`src/rtl/oldland_operand_unit_if.sv`:
```
// Decode, execute and writeback signal bundle for oldland_operand_unit.
interface oldland_operand_unit_if #(
  parameter int DATA_WIDTH = 32,
  parameter int SEL_WIDTH  = 3
);
  logic                  dec_valid, flush, uses_ra, uses_rb, dec_is_load, stall;
  logic [SEL_WIDTH-1:0]  ra_sel, rb_sel, rd_sel;
  logic                  ex_update_rd, ex_is_load;
  logic [SEL_WIDTH-1:0]  ex_rd_sel;
  logic [DATA_WIDTH-1:0] ex_result;
  logic                  wb_update_rd, wb_load_done;
  logic [SEL_WIDTH-1:0]  wb_rd_sel;
  logic [DATA_WIDTH-1:0] wb_val;
  logic [DATA_WIDTH-1:0] ra, rb;

  modport master (
    output dec_valid, flush, ra_sel, rb_sel, uses_ra, uses_rb, rd_sel, dec_is_load,
           ex_update_rd, ex_is_load, ex_rd_sel, ex_result,
           wb_update_rd, wb_rd_sel, wb_val, wb_load_done,
    input  stall, ra, rb
  );

  modport slave (
    input  dec_valid, flush, ra_sel, rb_sel, uses_ra, uses_rb, rd_sel, dec_is_load,
           ex_update_rd, ex_is_load, ex_rd_sel, ex_result,
           wb_update_rd, wb_rd_sel, wb_val, wb_load_done,
    output stall, ra, rb
  );
endinterface

```
`src/rtl/oldland_operand_unit.sv`:
```
// Register file with execute-stage operand forwarding and a per-register
// outstanding-load scoreboard that stalls decode on load-use hazards.
module oldland_pend_ctr #(
  parameter int PEND_WIDTH = 2
) (
  input  logic                  clk,
  input  logic                  rst,
  input  logic                  inc,
  input  logic                  dec,
  output logic [PEND_WIDTH-1:0] cnt
);
  // Simultaneous inc/dec cancel; a decrement at zero is absorbed.
  always_ff @(posedge clk or posedge rst) begin
    if (rst)                           cnt <= '0;
    else if (inc && !dec)              cnt <= cnt + 1'b1;
    else if (dec && !inc && cnt != '0) cnt <= cnt - 1'b1;
  end
endmodule

module oldland_operand_unit #(
  parameter int DATA_WIDTH = 32,
  parameter int NUM_REGS   = 8,
  parameter int SEL_WIDTH  = 3,
  parameter int PEND_WIDTH = 2,
  parameter int R0_ZERO    = 0
) (
  input logic                   clk,
  input logic                   rst,
  oldland_operand_unit_if.slave bus
);
  localparam logic [PEND_WIDTH-1:0] PEND_ONE = PEND_WIDTH'(1);
  localparam logic [PEND_WIDTH-1:0] PEND_MAX = '1;

  logic [NUM_REGS-1:0][DATA_WIDTH-1:0] file;
  logic [NUM_REGS-1:0][PEND_WIDTH-1:0] pend;
  logic [NUM_REGS-1:0]                 inc, dec;
  logic [1:0][SEL_WIDTH-1:0]           dsel, e_sel, rd_addr;
  logic [1:0][DATA_WIDTH-1:0]          cap, opnd;
  logic [1:0]                          uses, haz;
  logic                                wr_en, ld_done, full, stall, issue, cap_en;

  function automatic logic exempt(input logic [SEL_WIDTH-1:0] s);
    return (R0_ZERO != 0) && (s == '0);
  endfunction

  assign dsel    = {bus.rb_sel, bus.ra_sel};
  assign uses    = {bus.uses_rb, bus.uses_ra};
  assign wr_en   = bus.wb_update_rd && !exempt(bus.wb_rd_sel);
  assign ld_done = wr_en && bus.wb_load_done;

  // A load completing this edge with a single pending entry no longer
  // blocks: the dependent issues now and picks up wb_val write-first.
  always_comb begin
    haz = '0;
    for (int i = 0; i < 2; i++)
      haz[i] = uses[i] && !exempt(dsel[i]) && pend[dsel[i]] != '0 &&
               !(ld_done && bus.wb_rd_sel == dsel[i] && pend[dsel[i]] == PEND_ONE);
    full = bus.dec_is_load && !exempt(bus.rd_sel) && pend[bus.rd_sel] == PEND_MAX;
  end

  assign stall     = bus.dec_valid && ((|haz) || full);
  assign bus.stall = stall;
  assign issue     = bus.dec_valid && !stall && !bus.flush;
  assign cap_en    = bus.flush || !stall;

  for (genvar r = 0; r < NUM_REGS; r++) begin : g_pend
    assign inc[r] = issue && bus.dec_is_load && !exempt(bus.rd_sel) &&
                    bus.rd_sel == SEL_WIDTH'(r);
    assign dec[r] = ld_done && bus.wb_rd_sel == SEL_WIDTH'(r);
    oldland_pend_ctr #(.PEND_WIDTH(PEND_WIDTH)) u_ctr (
      .clk (clk),
      .rst (rst),
      .inc (inc[r]),
      .dec (dec[r]),
      .cnt (pend[r])
    );
  end

  always_ff @(posedge clk or posedge rst) begin
    if (rst)        file <= '0;
    else if (wr_en) file[bus.wb_rd_sel] <= bus.wb_val;
  end

  // While held, the captured select is re-read every edge so writes that
  // land during a stall are never lost.
  always_comb begin
    rd_addr = e_sel;
    for (int i = 0; i < 2; i++)
      rd_addr[i] = cap_en ? dsel[i] : e_sel[i];
  end

  always_ff @(posedge clk or posedge rst) begin
    if (rst) begin
      e_sel <= '0;
      cap   <= '0;
    end else begin
      e_sel <= rd_addr;
      for (int i = 0; i < 2; i++)
        cap[i] <= (wr_en && bus.wb_rd_sel == rd_addr[i]) ? bus.wb_val : file[rd_addr[i]];
    end
  end

  always_comb begin
    opnd = '0;
    for (int i = 0; i < 2; i++) begin
      if (exempt(e_sel[i]))
        opnd[i] = '0;
      else if (bus.ex_update_rd && !bus.ex_is_load && bus.ex_rd_sel == e_sel[i])
        opnd[i] = bus.ex_result;
      else if (bus.wb_update_rd && bus.wb_rd_sel == e_sel[i])
        opnd[i] = bus.wb_val;
      else
        opnd[i] = cap[i];
    end
  end

  assign bus.ra = opnd[0];
  assign bus.rb = opnd[1];
endmodule

```
`src/flat_wrapper.sv`:
```
// flat-port wrapper written by rule: the top's interface ports become plain ports
module oldland_operand_unit_flat 
#(
  parameter int DATA_WIDTH = 32,
  parameter int NUM_REGS   = 8,
  parameter int SEL_WIDTH  = 3,
  parameter int PEND_WIDTH = 2,
  parameter int R0_ZERO    = 0
)
  (clk, rst, bus_dec_valid, bus_flush, bus_ra_sel, bus_rb_sel, bus_uses_ra, bus_uses_rb, bus_rd_sel, bus_dec_is_load, bus_ex_update_rd, bus_ex_is_load, bus_ex_rd_sel, bus_ex_result, bus_wb_update_rd, bus_wb_rd_sel, bus_wb_val, bus_wb_load_done, bus_stall, bus_ra, bus_rb);
  oldland_operand_unit_if #(.DATA_WIDTH(DATA_WIDTH), .SEL_WIDTH(SEL_WIDTH)) bus_i ();
  input logic clk;
  input logic rst;
  input wire logic [$bits(bus_i.dec_valid)-1:0] bus_dec_valid;
  input wire logic [$bits(bus_i.flush)-1:0] bus_flush;
  input wire logic [$bits(bus_i.ra_sel)-1:0] bus_ra_sel;
  input wire logic [$bits(bus_i.rb_sel)-1:0] bus_rb_sel;
  input wire logic [$bits(bus_i.uses_ra)-1:0] bus_uses_ra;
  input wire logic [$bits(bus_i.uses_rb)-1:0] bus_uses_rb;
  input wire logic [$bits(bus_i.rd_sel)-1:0] bus_rd_sel;
  input wire logic [$bits(bus_i.dec_is_load)-1:0] bus_dec_is_load;
  input wire logic [$bits(bus_i.ex_update_rd)-1:0] bus_ex_update_rd;
  input wire logic [$bits(bus_i.ex_is_load)-1:0] bus_ex_is_load;
  input wire logic [$bits(bus_i.ex_rd_sel)-1:0] bus_ex_rd_sel;
  input wire logic [$bits(bus_i.ex_result)-1:0] bus_ex_result;
  input wire logic [$bits(bus_i.wb_update_rd)-1:0] bus_wb_update_rd;
  input wire logic [$bits(bus_i.wb_rd_sel)-1:0] bus_wb_rd_sel;
  input wire logic [$bits(bus_i.wb_val)-1:0] bus_wb_val;
  input wire logic [$bits(bus_i.wb_load_done)-1:0] bus_wb_load_done;
  output wire logic [$bits(bus_i.stall)-1:0] bus_stall;
  output wire logic [$bits(bus_i.ra)-1:0] bus_ra;
  output wire logic [$bits(bus_i.rb)-1:0] bus_rb;
  assign bus_i.dec_valid = bus_dec_valid;
  assign bus_i.flush = bus_flush;
  assign bus_i.ra_sel = bus_ra_sel;
  assign bus_i.rb_sel = bus_rb_sel;
  assign bus_i.uses_ra = bus_uses_ra;
  assign bus_i.uses_rb = bus_uses_rb;
  assign bus_i.rd_sel = bus_rd_sel;
  assign bus_i.dec_is_load = bus_dec_is_load;
  assign bus_i.ex_update_rd = bus_ex_update_rd;
  assign bus_i.ex_is_load = bus_ex_is_load;
  assign bus_i.ex_rd_sel = bus_ex_rd_sel;
  assign bus_i.ex_result = bus_ex_result;
  assign bus_i.wb_update_rd = bus_wb_update_rd;
  assign bus_i.wb_rd_sel = bus_wb_rd_sel;
  assign bus_i.wb_val = bus_wb_val;
  assign bus_i.wb_load_done = bus_wb_load_done;
  assign bus_stall = bus_i.stall;
  assign bus_ra = bus_i.ra;
  assign bus_rb = bus_i.rb;
  oldland_operand_unit #(.DATA_WIDTH(DATA_WIDTH), .NUM_REGS(NUM_REGS), .SEL_WIDTH(SEL_WIDTH), .PEND_WIDTH(PEND_WIDTH), .R0_ZERO(R0_ZERO)) u_core (.clk(clk), .rst(rst), .bus(bus_i));
endmodule
```
`config.mk`:
```
export PLATFORM = sky130hd
export DESIGN_NAME = oldland_operand_unit_flat
export DESIGN_NICKNAME = d
export VERILOG_FILES = /design/src/rtl/oldland_operand_unit_if.sv /design/src/rtl/oldland_operand_unit.sv /design/src/flat_wrapper.sv
export SDC_FILE = /design/constraint.sdc
export NUM_CORES = 1
export LEC_CHECK = 0
export CORE_MARGIN = 8
export CORE_UTILIZATION = 40
export CTS_CLUSTER_DIAMETER = 50
export DETAILED_ROUTE_END_ITERATION = 12
export PLACE_DENSITY = 0.63
export SLEW_MARGIN = 40
export SYNTH_ARGS = -nofsm -noshare
export SYNTH_HDL_FRONTEND = slang
export SYNTH_SLANG_ARGS = --single-unit
```
`constraint.sdc`:
```
create_clock -name clk -period 13.3 [get_ports clk]
set_input_delay 2.66 -clock clk [delete_from_list [all_inputs] [get_ports clk]]
set_output_delay 2.66 -clock clk [all_outputs]
set_load 0.05 [all_outputs]
```
[After elaboration in Yosys (flattened, before gate mapping)]
Cells that the tools add are included.
Widths: inputs -> output; s select.
Operators by class
  equal/unequal tests: 25
  order comparisons: 7
  reductions and logical operators: 106
  add/sub/neg operators: 16
  muxes and demuxes: 37
Operators by type and width (count)
  $mux 32: 9
  $bwmux 256: 1
  $bmux 32 s3: 2
  $demux 32 s3: 1
  $logic_and 1x1->1: 62
  $mux 2: 19
  $reduce_bool 2->1: 18
  $eq 3x3->1: 8
  $eq 3x3->1 const B: 8
  $lt 3x4->1 const B: 6
  $logic_not 1->1: 21
  $bmux 2 s3: 3
  $add 2x1->2 const B: 8
  $sub 2x1->2 const B: 8
  $eq 3x2->1 const B: 4
  $eq 3x1->1 const B: 2
  $logic_not 3->1: 2
  $mux 3: 2
  $eq 2x1->1 const B: 2
  $ge 3x1->1 const B: 1
  $eq 2x2->1 const B: 1
  $logic_or 1x1->1: 2
  $reduce_or 2->1: 1
Storage, ports and cells
  input port bits: 90
  logic and storage cells: 211
  register bits after elaboration: 342
  output and inout port bits: 65

[Logic depth before layout (Yosys ltp)]
Gate-level depths: netlist of the first run.
  depth after elaboration: 19
  depth in mapped cells: 14
  mapped depth without buffers: 10

[Cells and area by module]
Synthesis of the first run repeated with hierarchy kept, for this count alone.
Second synthesis, totals
  cells, all modules: 1848
  area total of the unflattened synthesis: 19158.4 µm²
Modules (own cells, without submodules)
  oldland_operand_unit: sequential area each 8157.8 µm², cells an instance 1744, area each 18237.5 µm², times used 1
  oldland_pend_ctr: sequential area each 50.0 µm², cells an instance 13, area each 115.1 µm², times used 8

[Least setup slack after synthesis of the first run]
No wires, ideal clock.
  path type: input-to-output
  start: input port bus_wb_rd_sel[1]
  end: output port bus_ra[0]
  data required time: 10.640 ns
  arrival: 5.088 ns
  cell stages on the path: 7
  buffers on the path: 2
  slack: 5.552 ns
  cells stage by stage: clkbuf_1 -> xor2_1 -> nor2_1 -> nand2_1 -> clkbuf_1 -> mux2i_1 -> o21ai_0
On the way
  word-level cells in the longest chain between the ends: 4
RTL lines
  start, declared: RTL line flat_wrapper.sv:27  | input wire logic [$bits(bus_i.wb_rd_sel)-1:0] bus_wb_rd_sel;
  $eq 3x3->1: RTL line oldland_operand_unit.sv:110  | else if (bus.wb_update_rd && bus.wb_rd_sel == e_sel[i])
  $logic_and 1x1->1: RTL line oldland_operand_unit.sv:110
  $mux 32: RTL line oldland_operand_unit.sv:110
  $mux 32: RTL line oldland_operand_unit.sv:108  | else if (bus.ex_update_rd && !bus.ex_is_load && bus.ex_rd_sel == e_sel[i])
  end, declared: RTL line flat_wrapper.sv:31  | output wire logic [$bits(bus_i.ra)-1:0] bus_ra;
No other way between the ends.

[Worst setup path in the final report of the first run]
  start: input port bus_rb_sel[0]
  end: output port bus_stall
On the way
  word-level cells in the longest chain between the ends: 9
  elaborated cells between the ends (all ways): 13
  classes of those cells: eq/ne: 2; mux: 2; reduce/logical: 9
RTL lines
  start, declared: RTL line flat_wrapper.sv:17  | input wire logic [$bits(bus_i.rb_sel)-1:0] bus_rb_sel;
  $bmux 2 s3: RTL line oldland_operand_unit.sv:56, oldland_operand_unit.sv:57
  $mux 2 (not written as such): RTL line oldland_operand_unit.sv:56, oldland_operand_unit.sv:57
  $eq 2x1->1: RTL line oldland_operand_unit.sv:57  | !(ld_done && bus.wb_rd_sel == dsel[i] && pend[dsel[i]] == PEND_ONE);
  $logic_and 1x1->1: RTL line oldland_operand_unit.sv:57
  $logic_not 1->1: RTL line oldland_operand_unit.sv:57
  $logic_and 1x1->1 (*): RTL line oldland_operand_unit.sv:56  | haz[i] = uses[i] && !exempt(dsel[i]) && pend[dsel[i]] != '0 &&
  $reduce_or 2->1 (*): RTL line oldland_operand_unit.sv:61  | assign stall = bus.dec_valid && ((|haz) || full);
  $logic_or 1x1->1 (*): RTL line oldland_operand_unit.sv:61
  $logic_and 1x1->1 (*): RTL line oldland_operand_unit.sv:61
  end, declared: RTL line flat_wrapper.sv:30  | output wire logic [$bits(bus_i.stall)-1:0] bus_stall;
Every way passes the cells marked *; elsewhere a longest branch is shown, timed or not. The select of a mux whose other input is x is not followed.

==> results of run 1 <==
==> through the flow <==
stage	cells	area, um2
2_1_floorplan	2280	19680
3_3_place_gp	2927	21650
3_5_place_dp	2929	21720
4_1_cts	3003	23100
5_1_grt	3003	23110
6_report	3003	23110
==> kinds of logic after synthesis <==
family          share of synthesized area
flops                              0.4349
compound gates                     0.1908
simple gates                       0.1986
xor+xnor                         0.008011
buf+inv                           0.04705
mux                                0.1207
==> final timing paths <==
kind / end / slack, ns / start
max in group asynchronous: u_core.file[153]$_DFFE_PP0P_ / 9.37 / rst
hold reg to reg: u_core.file[221]$_DFFE_PP0P_ / 0.49 / u_core.file[221]$_DFFE_PP0P_
min in group asynchronous: u_core.cap[2]$_DFF_PP0_ / 2.69 / rst
hold / removal: u_core.file[221]$_DFFE_PP0P_ / 0.49 / u_core.file[221]$_DFFE_PP0P_
setup / recovery: bus_stall / 4.55 / bus_rb_sel[0]
setup reg to reg: u_core.cap[43]$_DFF_PP0_ / 8.49 / u_core.g_pend[3].u_ctr.cnt[1]$_DFFE_PP0P_
==> sequential cells by signal (all words and copies together) (netlist names) <==
register,cells
u_core.file,256
u_core.e_sel,6
u_core.cap,64
u_core.g_pend.u_ctr.cnt,16
==> Yosys cell counts, drive strengths merged (64+ instances only) <==
master  instances  area share
nand2         680        0.13
dfrtp         342        0.43
clkbuf        161       0.031
o21ai         152       0.039
mux2          138       0.079
nor2           83       0.016
mux2i          73       0.037
a21oi          72       0.019
a211oi         71       0.027
o31ai          67       0.026
nor3           66       0.017
and3           64       0.020
==> layout make-up <==
type                    instances  area, um2  area share
well taps                     664      830.8     0.03595
inverters                      16      81.33    0.003520
repair buffers                194       1884     0.08155
clock buffers                  58       1225     0.05301
clock inverters                16      147.6    0.006389
flip-flops and latches        342       8558      0.3704
multi-input cells            1713      10380      0.4492
==> critical path, delay by kind of cell <==
kind | cells | cell delay (ns)
AND/OR/NAND/NOR | 2 | 0.37
multiplexers | 1 | 0.59
AO/OA/AOI/OAI | 3 | 0.69
buffers and inverters | 3 | 1.79
==> per-layer routing <==
layer	up-vias	global-route usage	wire (um)
met5	-	0	0
met4	0	0.07396	1567
met3	131	0.04447	5559
met2	806	0.3617	30050
met1	8663	0.2985	27720
li1	8018	-	-
==> where the power goes <==
| part | internal, mW | switching, mW | leakage [nW] | total, mW |
|---|---|---|---|---|
| sequential | 1.30 | 0.184 | 4.17 | 1.48 |
| clock | 0.669 | 0.471 | 0.662 | 1.14 |
| combinational | 0.551 | 0.931 | 5.23 | 1.48 |
| total | 2.52 | 1.58 | 10.1 | 4.10 |
==> key figures, run 1 <==
STA
  – Crit path time final: 8.754 ns
  – Final setup TNS: 0 ns
  – RSZ-0062 raised after global routing: no
  – Min Hold Slack: 0.4861 ns
  – Count of pins over their slew limit: 0
  – Final worst-path setup slack: 4.546 ns
  – Setup violation total in the final timing report: 0
  – Final period utilization: 0.6582
  – Worst slew pin tran: 0.8548 ns
  – Highest clock rate: 0.1142 GHz
  – Final count of hold timing violations: 0
  – Final Skew: 0.01646 ns
  – Relative slew slack: 0.4302

Placed design
  – IO buf count: 154
  – Post-DP HPWL: 36,800 um
  – Gp weighted congestion: 0.8699
  – Placement Setup Slack: 4.566 ns

Finish
  – Most common cell after layout, fill and taps aside: nand2_1
  – Fin nets: 2,400
  – Final core occ: 0.4740
  – Fraction of layout cells with a size suffix above 1: 0.1240
  – Most frequent cells in the layout: 677 x nand2_1, 342 x dfrtp_1, 154 x clkdlybuf4s50_1
  – Antenna Cells: 0
  – Area grow syn2layout: 17.42%
  – Fillers: 4,525

Job
  – Max-cap violations: 0

Clock network
  – H-tree depth: 2
  – TritonCTS Buffers: 43
  – PostCTS Resize Cnt: 0
  – Clock latency on the worst-skew pair: 0.56 ns
  – Clk slew on worst S/H paths: 0.06 ns
  – Clock Sinks: 342
  – Setup Buffers After CTS: 0
  – Root buf cell: clkbuf_16
  – CTS tree: done
  – Post-CTS Hold Fix Bufs: 0
  – Longest Clk Path Bufs: 3

Power
  – PwrDens: 177.6 mW/mm2
  – Worst VDD drop: 94.22 uV
  – Pwr Total: 4.104 mW
  – Pleak: 10.06 nW

Route
  – DR iter-0 viols: 1,788
  – Avg Vias per Cell: 5.867
  – Detailed Route WL: 64,890 um
  – Antenna Nets Post-Route: 0
  – Pre-antenna DRT Iters: 6
  – DRC Markers: 0
  – Per-cell routed wire length: 21.61 um
  – Via Count: 17.62k

Die
  – Die ar.: 0.05655 mm2
  – Die X-Extent: 237.8 um
  – CORE AREA: 0.04875 mm2
  – Initial core utilization: 0.4037
  – Row cnt: 81
  – Die Y: 237.8 um
  – I/O pin count: 155

Synthesis
  – Mapped Avg Cell Area: 8.631 um2
  – #FFs+latches synth: 342
  – Synthesized area: 0.01968 mm2
  – Synth Warn #: 0
  – Net Count, Synth: 2,370
  – Post-Synthesis Cells: 2,280
  – Async SR Flop Fraction: 1.000
  – Dominant synthesized flop cell: dfrtp_1
  – EDFF count, synth: 0
  – Synth unique cells: 60
  – Sequential area share after synthesis: 0.4349

Worst setup path
  – Maximum fanout along the worst path: 10
  – Critical Path Max Stage Delay: 0.84 ns
  – Worst reg-to-reg path cell count: 13
  – WP data arrival: 6.09 ns
  – Crit path top cell by count: clkdlybuf4s50_1
  – Startpoint Class: primary input
  – CP Capture Type: output port
  – Critical Path RT: 10.64 ns
  – Worst path slowest cell: clkdlybuf4s50_1
  – Crit-path cells: clkdlybuf4s50_1 > mux4_2 > o2bb2ai_1 > o22ai_1 > a221oi_4 > buf_6 > nand2_2 > and2_1 > clkdlybuf4s50_1
  – Crit Path Category: in2out

Run status
  – Status: finished clean

GRT
  – Maximum number of pins on one net before global-route repair: 143
  – Initial antenna violation count: 0
  – Global-route wire length before repair: 102,000 um
  – GRT overflow: 0
  – Global-route usage over all layers: 0.2238
  – Vias in the first global route: 17.60k

Min path
  – HP Class: reg2reg
  – Hold path depth: 2
No activity file was read; power rests on OpenSTA's default activity.
==> inputs of run 2 (changes only) <==
clock period = 8.5 ns   (was 13.3 ns; I/O delays follow)
==> run 2 against run 1 <==
Compared with the run above:
- sequential power up 57%
- clock skew about the same
- worst setup slack worse by 2.9 ns
- largest power group is now combinational cells
==> key figures, run 2 (synthesis gave the netlist of run 1 again) <==
Min path
  – Hold Path Sink: u_core.file[200]$_DFFE_PP0P_
  – Hold_sp: u_core.file[200]$_DFFE_PP0P_
  – Hold path depth: 2 (unchanged)
  – HP Class: reg2reg

Worst setup path
  – Worst reg2reg setup slack: 3.90 ns (-4.59 ns)
  – Critical Path RT: 6.80 ns (-3.84 ns)
  – FF-to-FF Start: u_core.g_pend[6].u_ctr.cnt[1]$_DFFE_PP0P_
  – Crit Path Category: in2out
  – WP data arrival: 5.17 ns (-0.92 ns)
  – Worst reg-to-reg path cell count: 13 (unchanged)
  – Maximum fanout along the worst path: 11 (+1)
  – Crit-path cells: clkdlybuf4s50_1 > mux4_2 > o2bb2ai_1 > o22ai_1 > a221oi_4 > buf_6 > nand2_2 > and2_1 > clkdlybuf4s50_1
  – Crit path top cell by count: clkdlybuf4s50_1
  – Reg2reg end: u_core.cap[63]$_DFF_PP0_
  – Startpoint Class: primary input
  – Worst path slowest cell: clkdlybuf4s50_1
  – Critical Path Max Stage Delay: 0.83 ns (about the same)
  – CP Capture Type: output port

Clock network
  – Clock latency on the worst-skew pair: 0.58 ns (+0.02 ns)
  – H-tree depth: 2 (unchanged)
  – Longest Clk Path Bufs: 3 (unchanged)
  – Root buf cell: clkbuf_16
  – PostCTS Resize Cnt: 0 (unchanged)
  – TritonCTS Buffers: 42 (-2.3%)
  – Post-CTS Hold Fix Bufs: 0 (unchanged)
  – CTS tree: done
  – Setup Buffers After CTS: 0 (unchanged)
  – Clk slew on worst S/H paths: 0.06 ns (about the same)
  – Clock Sinks: 342 (unchanged)

GRT
  – GRT overflow: 0 (unchanged)
  – Maximum number of pins on one net before global-route repair: 158 (+10%)
  – Global-route usage over all layers: 0.2258 (+0.001994)
  – Vias in the first global route: 17.61k (+0.051%)
  – Initial antenna violation count: 0 (unchanged)
  – Global-route wire length before repair: 102,000 um (about the same)

STA
  – Setup violation total in the final timing report: 0 (unchanged)
  – Worst slew pin tran: 0.8950 ns (+0.04020 ns)
  – Count of pins over their slew limit: 0 (unchanged)
  – Min Hold Slack: 0.4852 ns (-0.0009180 ns)
  – Final period utilization: 0.8084
  – RSZ-0062 raised after global routing: no
  – Highest clock rate: 0.1455 GHz
  – Final Skew: 0.01620 ns (-0.0002643 ns)
  – Final setup TNS: 0 ns (unchanged)
  – Final count of hold timing violations: 0 (unchanged)
  – Relative slew slack: 0.4034 (-0.02680)
  – Crit path time final: 6.871 ns
  – Final worst-path setup slack: 1.629 ns (-2.917 ns)

Finish
  – Fillers: 4,578 (+1.2%)
  – Biggest regs: u_core.file: 256 flops, u_core.cap: 64 flops, u_core.g_pend.u_ctr.cnt: 16 flops
  – Antenna Cells: 0 (unchanged)
  – Max reg flops: 256 (unchanged)
  – Area grow syn2layout: 19.09%
  – Fin cells: 3,027 (+0.80%)
  – Largest reg by FF count: u_core.file
  – Most frequent cells in the layout: 677 x nand2_1, 342 x dfrtp_1, 154 x clkdlybuf4s50_1
  – Fraction of layout cells with a size suffix above 1: 0.1342 (+0.01017)
  – Post-route design area: 0.02344 mm2 (+1.4%)
  – Fin nets: 2,419 (+0.79%)
  – Most common cell after layout, fill and taps aside: nand2_1

Placed design
  – Post-DP Area: 0.02198 mm2 (+1.2%)
  – Placement Setup Slack: 1.648 ns (-2.919 ns)
  – Post-DP HPWL: 39,770 um (+8.1%)
  – Gp weighted congestion: 0.8524 (-2.0%)
  – Cells after DPL: 2,948 (+0.65%)
  – IO buf count: 154 (unchanged)

Power
  – PwrDens: 277.3 mW/mm2 (+56%)
  – Pleak: 10.23 nW (+1.7%)
  – Worst VDD drop: 148.9 uV (+58%)

Route
  – Pre-antenna DRT Iters: 5 (-1)
  – DR iter-0 viols: 1,623 (-9.2%)
  – Avg Vias per Cell: 5.853 (-0.23%)
  – Per-cell routed wire length: 21.49 um (-0.52%)
  – Detailed Route WL: 65,070 um (+0.27%)
  – Antenna Nets Post-Route: 0 (unchanged)
  – Via Count: 17.72k (+0.57%)
  – DRC Markers: 0 (unchanged)

Die
  – I/O pin count: 155 (unchanged)
  – Row cnt: 81 (unchanged)
  – Die X-Extent: 237.8 um (unchanged)
  – Die Y: 237.8 um (unchanged)
  – Initial core utilization: 0.4037 (unchanged)
  – CORE AREA: 0.04875 mm2 (unchanged)
  – Die ar.: 0.05655 mm2 (unchanged)

Run status
  – Status: finished clean

Job
  – Max-cap violations: 0 (unchanged)
-- run 2: cell count changes in the layout (fill, tap and decap cells not counted) --
| cell | previous run | this run |
|---|---|---|
| buf_16 | 0 | 4 |
| inv_16 | 2 | 1 |
| bufinv_16 | 1 | 3 |
| buf_8 | 0 | 3 |
| clkbuf_1 | 8 | 5 |
| buf_6 | 8 | 9 |
| clkbuf_16 | 45 | 43 |
| clkinv_4 | 1 | 3 |
| buf_12 | 1 | 4 |
| buf_4 | 31 | 40 |
| clkbuf_8 | 5 | 6 |
| clkinv_2 | 5 | 10 |
-- run 2: worst max path at each step --
stage	slack, ns	endpoint	depth (start not counted)	start
after detailed placement	1.65	bus_stall	9	bus_ra_sel[0]
after global routing	1.46	bus_rb[14]	8	bus_wb_rd_sel[2]
after global placement	1.39	bus_stall	8	bus_ra_sel[0]
final	1.63	bus_stall	9	bus_rb_sel[0]
after CTS	1.64	bus_stall	9	bus_ra_sel[0]
after floorplan	2.23	u_core.cap[0]$_DFF_PP0_	1	rst
-- run 2: cell type report --
class	count	area, um2	area share
Multi-Input combinational cell	1713	10380	0.4429
Sequential cell	342	8558	0.3652
Timing Repair Buffer	214	2178	0.09295
Clock buffer	54	1177	0.05024
Tap cell	664	830.8	0.03545
Clock inverter	24	242.7	0.01036
Inverter	16	68.82	0.002936
-- run 2: metrics by stage --
| stage | power (mW) | util |
|---|---|---|
| 6_report | 6.498 | 0.4808 |
| 2_1_floorplan | 3.875 | - |
| 3_5_place_dp | 4.669 | 0.4510 |
| 5_1_grt | 6.816 | 0.4808 |
| 3_3_place_gp | 4.590 | 0.4459 |
| 4_1_cts | 6.523 | 0.4801 |
-- run 2: report_power, final --
part,internal [mW],total (mW),switching (mW)
clock network,1.08,1.84,0.759
logic,0.883,2.34,1.45
registers,2.03,2.32,0.290
-- run 2: per-layer routing --
metal | global-route usage | part of all wire | wire length (um)
met5 | 0 | 0 | 0
met1 | 0.3023 | 0.44 | 28400
met2 | 0.3609 | 0.46 | 29960
met4 | 0.08575 | 0.029 | 1866
met3 | 0.04157 | 0.074 | 4836
-- run 2: worst max-delay path: cells and delay by family --
family          cells  cell delay [ns]
mux                 1             0.57
compound gates      3             0.74
simple gates        2             0.37
buf+inv             3             1.76
==> inputs of run 3 (changes only) <==
clock period = 6.95 ns   (was 8.5 ns; I/O delays follow)
==> run 3 against run 2 <==
Compared with the run above:
- total power increased by 21%
- wire length increased by 0.81%
- sequential share of layout area increased by 0.14 points
- register-to-register slack got worse by 0.77 ns
- worst setup slack got worse by 0.86 ns
- worst hold slack got worse by 0.00052 ns
- sequential cell count unchanged
- clock skew decreased by 0.00074 ns
- first-iteration DRC count decreased by 2.5%
==> key figures, run 3 (synthesis gave the netlist of run 1 again) <==
Placed design
  – Post-DP Area: 0.02195 mm2 (-0.16%)
  – IO buf count: 154 (unchanged)
  – Placement Setup Slack: 0.7837 ns (-0.8639 ns)
  – Gp weighted congestion: 0.8656 (+1.5%)
  – Cells after DPL: 2,946 (-0.068%)
  – Post-DP HPWL: 39,350 um (-1.1%)

Clock network
  – Root buf cell: clkbuf_16
  – Post-CTS Hold Fix Bufs: 0 (unchanged)
  – H-tree depth: 2 (unchanged)
  – Setup Buffers After CTS: 0 (unchanged)
  – CTS tree: done
  – Clock latency on the worst-skew pair: 0.56 ns (-0.02 ns)
  – Longest Clk Path Bufs: 3 (unchanged)
  – TritonCTS Buffers: 41 (-2.4%)
  – Clock Sinks: 342 (unchanged)
  – PostCTS Resize Cnt: 0 (unchanged)
  – Clk slew on worst S/H paths: 0.06 ns (about the same)

Power
  – PwrDens: 337.6 mW/mm2 (+22%)
  – Pleak: 10.20 nW (-0.36%)
  – Worst VDD drop: 156.4 uV (+5.0%)

Finish
  – Area grow syn2layout: 18.63%
  – Antenna Cells: 0 (unchanged)
  – Most frequent cells in the layout: 677 x nand2_1, 342 x dfrtp_1, 154 x clkdlybuf4s50_1
  – Max reg flops: 256 (unchanged)
  – Fin nets: 2,417 (-0.083%)
  – Post-route design area: 0.02334 mm2 (-0.39%)
  – Biggest regs: u_core.file: 256 flops, u_core.cap: 64 flops, u_core.g_pend.u_ctr.cnt: 16 flops
  – Most common cell after layout, fill and taps aside: nand2_1
  – Largest reg by FF count: u_core.file
  – Fraction of layout cells with a size suffix above 1: 0.1303 (-0.003901)
  – Fin cells: 3,021 (-0.20%)

GRT
  – Global-route wire length before repair: 103,100 um (+1.1%)
  – Maximum number of pins on one net before global-route repair: 101 (-36%)
  – Global-route usage over all layers: 0.2271 (+0.001282)
  – GRT overflow: 0 (unchanged)
  – Vias in the first global route: 17.89k (+1.6%)
  – Initial antenna violation count: 0 (unchanged)

STA
  – Relative slew slack: 0.4151 (+0.01173)
  – Worst slew pin tran: 0.8590 ns (-0.03595 ns)
  – Count of pins over their slew limit: 0 (unchanged)
  – Final Skew: 0.01546 ns (-0.0007430 ns)
  – Setup violation total in the final timing report: 0 (unchanged)
  – Min Hold Slack: 0.4847 ns (-0.0005200 ns)
  – RSZ-0062 raised after global routing: no
  – Highest clock rate: 0.1617 GHz
  – Final period utilization: 0.8900
  – Final setup TNS: 0 ns (unchanged)
  – Crit path time final: 6.186 ns
  – Final worst-path setup slack: 0.7643 ns (-0.8646 ns)
  – Final count of hold timing violations: 0 (unchanged)

Route
  – DR iter-0 viols: 1,582 (-2.5%)
  – Antenna Nets Post-Route: 0 (unchanged)
  – Detailed Route WL: 65,590 um (+0.81%)
  – Via Count: 17.77k (+0.29%)
  – DRC Markers: 0 (unchanged)
  – Pre-antenna DRT Iters: 5 (unchanged)
  – Per-cell routed wire length: 21.71 um (+1.0%)
  – Avg Vias per Cell: 5.882 (+0.49%)

Worst setup path
  – WP data arrival: 4.80 ns (-0.37 ns)
  – CP Capture Type: output port
  – Crit Path Category: in2out
  – Maximum fanout along the worst path: 19 (+8)
  – Startpoint Class: primary input
  – Critical Path RT: 5.56 ns (-1.24 ns)

Run status
  – Status: finished clean

Die
  – Die X-Extent: 237.8 um (unchanged)
  – Die ar.: 0.05655 mm2 (unchanged)
  – CORE AREA: 0.04875 mm2 (unchanged)
  – Die Y: 237.8 um (unchanged)
  – Row cnt: 81 (unchanged)
  – I/O pin count: 155 (unchanged)
  – Initial core utilization: 0.4037 (unchanged)

Min path
  – HP Class: reg2reg

Job
  – Max-cap violations: 0 (unchanged)
run 3: cell count changes in the layout (fill, tap and decap cells not counted), moves of 2 or more:
| cell | change |
|---|---|
| buf_12 | +8 |
| buf_16 | -3 |
| buf_4 | +4 |
| buf_6 | -8 |
| buf_8 | -2 |
| clkbuf_1 | +4 |
| clkbuf_8 | +3 |
| clkinv_2 | -5 |
| clkinv_4 | -3 |
| clkinvlp_4 | -2 |
| o22a_2 | +2 |
| o22a_4 | -2 |
run 3: cell type report:
type | count | area (um2)
inverters | 16 | 68.82
multi-input cells | 1713 | 10370
repair buffers | 213 | 2166
clock inverters | 13 | 145.1
flip-flops and latches | 342 | 8558
fillers | 4559 | 25400
well taps | 664 | 830.8
clock buffers | 60 | 1209
run 3: metal layers:
layer	track usage	wire length (um)	up-vias
li1	-	-	8051
met1	0.2990	28320	8837
met2	0.3661	30200	750
met3	0.04470	5132	132
met5	0	0	-
met4	0.08744	1939	0
run 3: report_power, final:
part           leakage [nW]  internal (mW)  total [mW]  switching, mW
Combinational          5.37           1.09        2.87           1.79
Sequential             4.17           2.49        2.84          0.352
Clock                 0.663           1.29        2.17          0.882
Total                  10.2           4.86        7.88           3.02
run 3: final timing paths:
kind	from	end	slack, ns	cells after the start
max	bus_wb_rd_sel[1]	bus_rb[30]	0.76	8
min	u_core.file[198]$_DFFE_PP0P_	u_core.file[198]$_DFFE_PP0P_	0.48	2
max reg2reg	u_core.g_pend[1].u_ctr.cnt[0]$_DFFE_PP0P_	u_core.cap[49]$_DFF_PP0_	3.13	12
min reg2reg	u_core.file[198]$_DFFE_PP0P_	u_core.file[198]$_DFFE_PP0P_	0.48	2
max in group asynchronous	rst	u_core.cap[46]$_DFF_PP0_	4.45	4
min in group asynchronous	rst	u_core.cap[3]$_DFF_PP0_	1.21	2
run 3: worst max-delay path, stage by stage:
cell             delay (ns)
clkdlybuf4s50_1        0.69
xor2_1                 0.30
nor3_1                 0.30
nand2_2                0.44
buf_4                  0.46
mux2i_1                0.17
o21ai_0                0.19
clkdlybuf4s50_1        0.83
run 3: per-stage QoR:
stage | total power [mW] | util
after global placement | 5.642 | 0.4486
after detailed placement | 5.719 | 0.4502
after floorplan | 4.739 | -
after CTS | 7.899 | 0.4780
final | 7.880 | 0.4789
after global routing | 8.251 | 0.4789
